### src/rtl/rca_pkg.sv
// Shared types and sizing helpers for the multi-cycle ripple-carry adder.
package rca_pkg;

    typedef enum logic {
        IDLE = 1'b0,
        RUN  = 1'b1
    } state_t;

    // Number of chunk cycles needed to cover the full operand width.
    function automatic int unsigned chunk_count(int unsigned width, int unsigned chunk);
        return width / chunk;
    endfunction

    // Chunk index register width; kept at least one bit wide for a single-chunk build.
    function automatic int unsigned idx_width(int unsigned n);
        return (n > 1) ? $clog2(n) : 1;
    endfunction

endpackage

### src/rtl/rca_chunk.sv
// Combinational CHUNK-bit ripple of full adders; the reused slice of the adder.
module rca_chunk #(
    parameter int unsigned CHUNK = 4
) (
    input  logic [CHUNK-1:0] a,
    input  logic [CHUNK-1:0] b,
    input  logic             cin,
    output logic [CHUNK-1:0] sum,
    output logic             cout
);

    logic c;

    // Ripple the carry LSB to MSB through one full adder per bit.
    always_comb begin
        sum = '0;
        c   = cin;
        for (int unsigned i = 0; i < CHUNK; i++) begin
            sum[i] = a[i] ^ b[i] ^ c;
            c      = (a[i] & b[i]) | (c & (a[i] ^ b[i]));
        end
        cout = c;
    end

endmodule

### src/rtl/rca_multicycle_adder.sv
// Multi-cycle ripple-carry adder: WIDTH-bit add, CHUNK bits per clock, started
// by a rising edge on enable. Optional subtract mode is enabled by defining
// RCA_SUB_EN; otherwise the sub input is ignored.
module rca_multicycle_adder
    import rca_pkg::*;
#(
    parameter int unsigned WIDTH = 16,
    parameter int unsigned CHUNK = 4
) (
    input  logic             clk,
    input  logic             rst_n,
    input  logic             enable,
    input  logic [WIDTH-1:0] a,
    input  logic [WIDTH-1:0] b,
    input  logic             cin,
    input  logic             sub,
    output logic [WIDTH:0]   q,
    output logic             overflow,
    output logic             busy,
    output logic             done
);

    localparam int unsigned N     = chunk_count(WIDTH, CHUNK);
    localparam int unsigned IDX_W = idx_width(N);

    state_t             state_q, state_d;
    logic               enable_q;
    logic [IDX_W-1:0]   idx_q, idx_d;
    logic               carry_q, carry_d;
    logic [WIDTH-1:0]   a_q, a_d;
    logic [WIDTH-1:0]   b_q, b_d;
    logic [WIDTH-1:0]   sum_q, sum_d;
    logic [WIDTH:0]     q_q, q_d;
    logic               ovf_q, ovf_d;
    logic               done_q, done_d;

    logic [WIDTH-1:0]   b_eff;
    logic               cin_eff;
    logic               start;
    logic               last;
    logic [CHUNK-1:0]   slice_sum;
    logic               slice_cout;

`ifdef RCA_SUB_EN
    assign b_eff   = sub ? ~b : b;
    assign cin_eff = cin ^ sub;
`else
    logic unused_sub;
    assign unused_sub = sub;
    assign b_eff      = b;
    assign cin_eff    = cin;
`endif

    assign busy  = (state_q == RUN);
    assign start = enable & ~enable_q & ~busy;
    assign last  = (idx_q == IDX_W'(N - 1));

    rca_chunk #(
        .CHUNK(CHUNK)
    ) u_chunk (
        .a    (a_q[idx_q*CHUNK +: CHUNK]),
        .b    (b_q[idx_q*CHUNK +: CHUNK]),
        .cin  (carry_q),
        .sum  (slice_sum),
        .cout (slice_cout)
    );

    // Next-state and datapath: latch operands on start, accumulate one chunk per RUN cycle.
    always_comb begin
        state_d = state_q;
        idx_d   = idx_q;
        carry_d = carry_q;
        a_d     = a_q;
        b_d     = b_q;
        sum_d   = sum_q;
        q_d     = q_q;
        ovf_d   = ovf_q;
        done_d  = 1'b0;
        case (state_q)
            IDLE: begin
                if (start) begin
                    state_d = RUN;
                    a_d     = a;
                    b_d     = b_eff;
                    carry_d = cin_eff;
                    idx_d   = '0;
                    sum_d   = '0;
                end
            end
            RUN: begin
                sum_d[idx_q*CHUNK +: CHUNK] = slice_sum;
                carry_d = slice_cout;
                idx_d   = idx_q + 1'b1;
                if (last) begin
                    // sum_d already holds the final chunk, so q and overflow see the full sum.
                    q_d     = {slice_cout, sum_d};
                    ovf_d   = (a_q[WIDTH-1] == b_q[WIDTH-1]) & (slice_sum[CHUNK-1] != a_q[WIDTH-1]);
                    done_d  = 1'b1;
                    idx_d   = '0;
                    state_d = IDLE;
                end
            end
            default: state_d = IDLE;
        endcase
    end

    // State and datapath registers with synchronous active-low reset.
    always_ff @(posedge clk) begin
        if (!rst_n) begin
            state_q  <= IDLE;
            enable_q <= 1'b0;
            idx_q    <= '0;
            carry_q  <= 1'b0;
            a_q      <= '0;
            b_q      <= '0;
            sum_q    <= '0;
            q_q      <= '0;
            ovf_q    <= 1'b0;
            done_q   <= 1'b0;
        end else begin
            state_q  <= state_d;
            enable_q <= enable;
            idx_q    <= idx_d;
            carry_q  <= carry_d;
            a_q      <= a_d;
            b_q      <= b_d;
            sum_q    <= sum_d;
            q_q      <= q_d;
            ovf_q    <= ovf_d;
            done_q   <= done_d;
        end
    end

    assign q        = q_q;
    assign overflow = ovf_q;
    assign done     = done_q;

endmodule

### config.mk
export PLATFORM = sky130hd
export DESIGN_NAME = rca_multicycle_adder
export DESIGN_NICKNAME = d
export VERILOG_FILES = /design/src/rtl/rca_pkg.sv /design/src/rtl/rca_chunk.sv /design/src/rtl/rca_multicycle_adder.sv
export SDC_FILE = /design/constraint.sdc
export NUM_CORES = 1
export LEC_CHECK = 0
export CAP_MARGIN = 10
export CORE_ASPECT_RATIO = 1.2
export CORE_MARGIN = 2
export CORE_UTILIZATION = 47
export DETAILED_ROUTE_END_ITERATION = 6
export DONT_BUFFER_PORTS = 1
export SYNTH_ARGS = -nofsm -noshare
export SYNTH_HDL_FRONTEND = slang
export SYNTH_SLANG_ARGS = --single-unit
### constraint.sdc
create_clock -name clk -period 10.2 [get_ports clk]
set_clock_uncertainty 0.15 [all_clocks]
set_input_delay 2.55 -clock clk [delete_from_list [all_inputs] [get_ports clk]]
set_output_delay 2.55 -clock clk [all_outputs]
set_load 0.03 [all_outputs]
== After elaboration in Yosys (flattened, before gate mapping) ==
Cells that the tools add are included.
Word-level totals
  flip-flop bits (word level): 72
  bits in latches: 0
  bits in writable memories: 0
  ROM bits: 0
  input port bits: 37
  word-level logic and storage cells: 60
  memories: 0
Cells by class
  $add $sub $neg: 2
  multiply operators: 0
  divide/modulo/power cells: 0
  $lt $le $gt $ge: 0
  equality and inequality tests: 4
  shifts and indexed selects: 4
  muxes and demuxes: 12
  bitwise logic cells: 25
  reduce and logical (&&, ||, !) cells: 3
Operator list (number)
  4-bit negator with 34-bit output: 1
  4-bit by 34-bit variable shift with 16-bit output (first input constant): 1
  4-bit by 34-bit indexed part select with 16-bit output: 1
  16-bit case mux with 2 select lines: 1
  16-bit by 5-bit indexed part select with 4-bit output: 2
  16-bit bitwise mux: 1
  16-bit 2-to-1 mux: 1
  1-bit bitwise AND: 11
  1-bit bitwise XOR: 8
  2-bit AND reduction: 3
  1-bit 2-to-1 mux: 4
  2-bit 2-to-1 mux: 2
  1-bit bitwise OR: 4
  1-bit case mux with 2 select lines: 2
  2-bit case mux with 2 select lines: 1
  2-bit by 1-bit adder with 2-bit output (second input constant): 1
  2-bit == test (second input constant): 1
  2-bit inequality test (second input constant): 1
  1-bit inverter: 2
  1-bit == test: 1
  1-bit inequality test: 1

== Logic depth before layout (Yosys ltp) ==
  depth in word-level cells: 12
  depth in mapped cells: 13
  depth with buffers taken out: 12

== Hierarchy ==
Synthesis repeated with hierarchy kept, for this count alone.
Second synthesis, totals
  cells, all modules: 348
  area total of the unflattened synthesis: 3245.6 um^2
Modules (own cells, without submodules)
  rca_multicycle_adder: times used 1, cells an instance 334, area an instance 3128.0 um^2, sequential area each 1441.4 um^2
  rca_chunk: times used 1, cells an instance 14, area an instance 117.6 um^2, sequential area each 0.0 um^2

== Worst setup path after synthesis ==
No wires, ideal clock.
  kind: input to register
  start point: input port enable
  end point: register a_q[0]
  data arrival time: 3.358 ns
  required time: 9.928 ns
  setup slack: 6.570 ns
  cell stages on the path: 5
  buffers on the path: 2
  path through: or3b_1 > buf_2 > buf_2 > nand2_1 > a21boi_0
On the way
  longest elaborated chain between the ends: 3
Ends and longest elaborated chain
  start, declared: line rca_multicycle_adder.sv:12  | input logic enable,
  1-bit bitwise AND (2 in series): line rca_multicycle_adder.sv:55  | assign start = enable & ~enable_q & ~busy;
  2-bit AND reduction (no source line)
  end signal, assigned: line rca_multicycle_adder.sv:114  | a_q <= '0;
  end signal, assigned: line rca_multicycle_adder.sv:125  | a_q <= a_d;
  end, declared: line rca_multicycle_adder.sv:30  | logic [WIDTH-1:0] a_q, a_d;
Every way passes these cells.
A chain may end at the register's enable or synchronous reset.

== Worst setup path after layout ==
  start point: register state_q (netlist: busy)
  end point: output port busy
RTL lines
  start, declared: line rca_multicycle_adder.sv:26  | state_t state_q, state_d;
  start signal, assigned: line rca_multicycle_adder.sv:121  | state_q <= state_d;
  end, declared: line rca_multicycle_adder.sv:19  | output logic busy,
No word-level cell between the ends.

==> results.yml <==
outcome:
  status: "finished clean"
floorplanning:
  die_x_um: 80.1
  pin_count: 57
  num_rows: 33
  initial_core_util_pct: 48.2
  die_h_um: 95.3
  fp.coreArea_um2: 6770
  die_area_um2: 7640
clocking:
  cts_setup_buffers: 0
  cts_buffers: 9
  cts-resized-gates: 0
  clockRootBuffer: "clkbuf_8"
  cts_buffer_depth: 2
  cts_tree: "done"
  h-tree-depth: 3
  hold_buffers: 0
  insertion_delay_ns: 0.33
  cts.clk_slew.worst_paths_ns: 0.07
  clock-sinks: 72
setup_path:
  worstPathMaxFanout: 22
  required_ns: 7.50
  cp_data_arrival_time_ns: 1.32
  crit_path_end_kind: "output port"
  setup.worst_path.start: "busy"
  reg2regPathDepth: 12
  worstSetupPathType: "flop to output port"
  reg2reg_from: "idx_q[0]"
  reg2reg_to: "overflow"
  cp-start-kind: "flop"
  regToRegSetupSlack_ns: 6.30
route:
  dr.pass1.iters: 4
  drc: 0
  drt_wl_total_um: 6890
  drt_iter0_drc: 202
  viasPerCell: 5.59
  postRouteAntennaNets: 0
  vias: 2415
  post_drt_wl_per_cell_um: 16.0
grt:
  grt_remaining_overflow: 0
  grt_first_pass_wirelength_um: 11400
  grt_use_total_pct: 19.5
  grt_max_degree: 73
  grt_pass1_vias: 2333
  grt_antenna_before_repair: 0
flow_run:
  maxCapViolations: 0
yosys:
  syn_nets: 404
  netlist_area_um2: 3270
  yosys-top-cells-area: "dfxtp_1, nand2_1, a21boi_0, mux4_2, nor2b_1"
  yosys.area.top_type_share_pct: 44.1
  synth_compound_area_share_pct: 19.8
  synth_cells: 357
  synth_area_leader_cell: "dfxtp_1"
  synthSimpleGateAreaFrac_pct: 19.9
  synth_seq_cells: 72
  syn_area_per_cell_um2: 9.15
  synth_xor_area_share_pct: 0
  seq_area_frac_synth_pct: 44.1
  yosysUniqueCellTypes: 35
  yosys_warnings: 0
  synthAdderAreaFrac_pct: 4.75
  synth.area.mux_share_pct: 5.82
  synth_top_family_by_area: "simple AND/OR/NAND/NOR gates"
power_and_ir_drop:
  vdd_drop_max_uv: 89.1
  power_density_nw_per_um2: 160
  p_leak_uw: 0.00124
final_layout:
  mostFrequentLayoutCells: "nand2_1, dfxtp_1, a21boi_0"
  regArea_um2: 1440
  final_util_pct: 50.6
  multi_input_area_um2: 1640
  final_nets: 388
  diodes: 0
  synthToLayoutAreaGrowth_pct: 4.94
  drive_gt1_share_pct: 6.67
  fill_cells: 674
sta:
  rsz0062_at_grt: "false"
  worstMarginPinSlew_ns: 1.16
  finalSetupViolCount: 0
  slew_headroom_pct: 21.9
  post-route-period-util_pct: 39.4
  hold_viol_final: 0
  fmax_ghz: 0.249
  final_max_slew_viol_count: 0
  setup-tns-final_ns: 0
  fin_crit_ns: 4.02
min_path:
  hold_depth: 2
  hold_start: "b_q[9]"
  worstHoldEndpoint: "b_q[9]"
  min_path_type: "flop to flop"
place:
  gp_congestion: 0.803
  io_buffer_count: 0
  detailed_place_hpwl_um: 4380
-- power by group --
group / switching, uW / total (uW) / internal (uW) / leakage (uW)
clock: 95.5 / 196 / 101 / 0.0000838
sequential: 9.78 / 300 / 290 / 0.000585
combinational: 30.4 / 52.4 / 22.0 / 0.000572
-- logic make-up after synthesis --
group           after synthesis
fa+ha+maj                    10
compound gates               91
buf+inv                      44
simple gates                131
flops                        72
mux                           9
-- cells in the mapped netlist --
library cell	count
a21boi_0	24
a21boi_1	14
a21oi_1	5
a221oi_1	10
a31oi_1	6
a32oi_1	12
and2_1	4
and3_1	1
and3b_1	1
and4b_1	1
and4bb_2	1
buf_2	12
clkbuf_1	15
clkbuf_2	1
dfxtp_1	72
fa_1	4
ha_1	6
inv_1	16
mux2i_1	1
mux4_2	8
nand2_1	72
nand2b_1	6
nand3_1	5
nand3b_1	1
nand4_1	3
nor2_1	11
nor2b_1	17
nor3_1	2
nor3b_4	2
nor4bb_1	1
o211a_1	1
o21a_1	1
o21ai_0	18
or3_1	1
or3b_1	2
-- per-stage QoR --
step	setup WS [ns]	power [uW]	hold slack [ns]	cell area (um^2)	instances
6_report	6.18	549	0.300	3430	432
5_1_grt	5.99	577	0.324	3430	432
4_1_cts	6.16	555	0.302	3430	432
3_3_place_gp	6.21	359	0.289	3260	417
2_1_floorplan	6.57	349	0.282	3270	357
3_5_place_dp	6.13	360	0.293	3260	417
-- layout make-up --
| type | count | area share [%] |
|---|---|---|
| multi-input cells | 241 | 48.0 |
| flip-flops and latches | 72 | 42.0 |
| clock buffers | 15 | 4.85 |
| well taps | 87 | 3.18 |
| inverters | 16 | 1.75 |
| repair buffers | 1 | 0.219 |
-- worst max-delay path by stage --
stage / endpoint / slack, ns / depth (start not counted)
after CTS: busy / 6.16 / 0
after floorplan: a_q[0] / 6.57 / 5
final: busy / 6.18 / 0
after global placement: a_q[7] / 6.21 / 3
after global routing: overflow / 5.99 / 12
after detailed placement: a_q[7] / 6.13 / 3
-- registers in the layout, summed over array words and instances (netlist names), 2 cells and up --
signal,flops
a_q,16
b_q,16
idx_q,2
q,17
sum_q,16
-- per-layer routing --
layer  vias to the layer above  GRT usage [%]  part of all wire, %
met4                         0           9.04                  1.9
met1                      1134           24.7                   45
li1                       1202              -                    -
met3                        13           4.17                  4.9
met2                        66           31.9                   48
met5                         -              0                    0
Note: power is estimated with default switching activity, not from simulation.
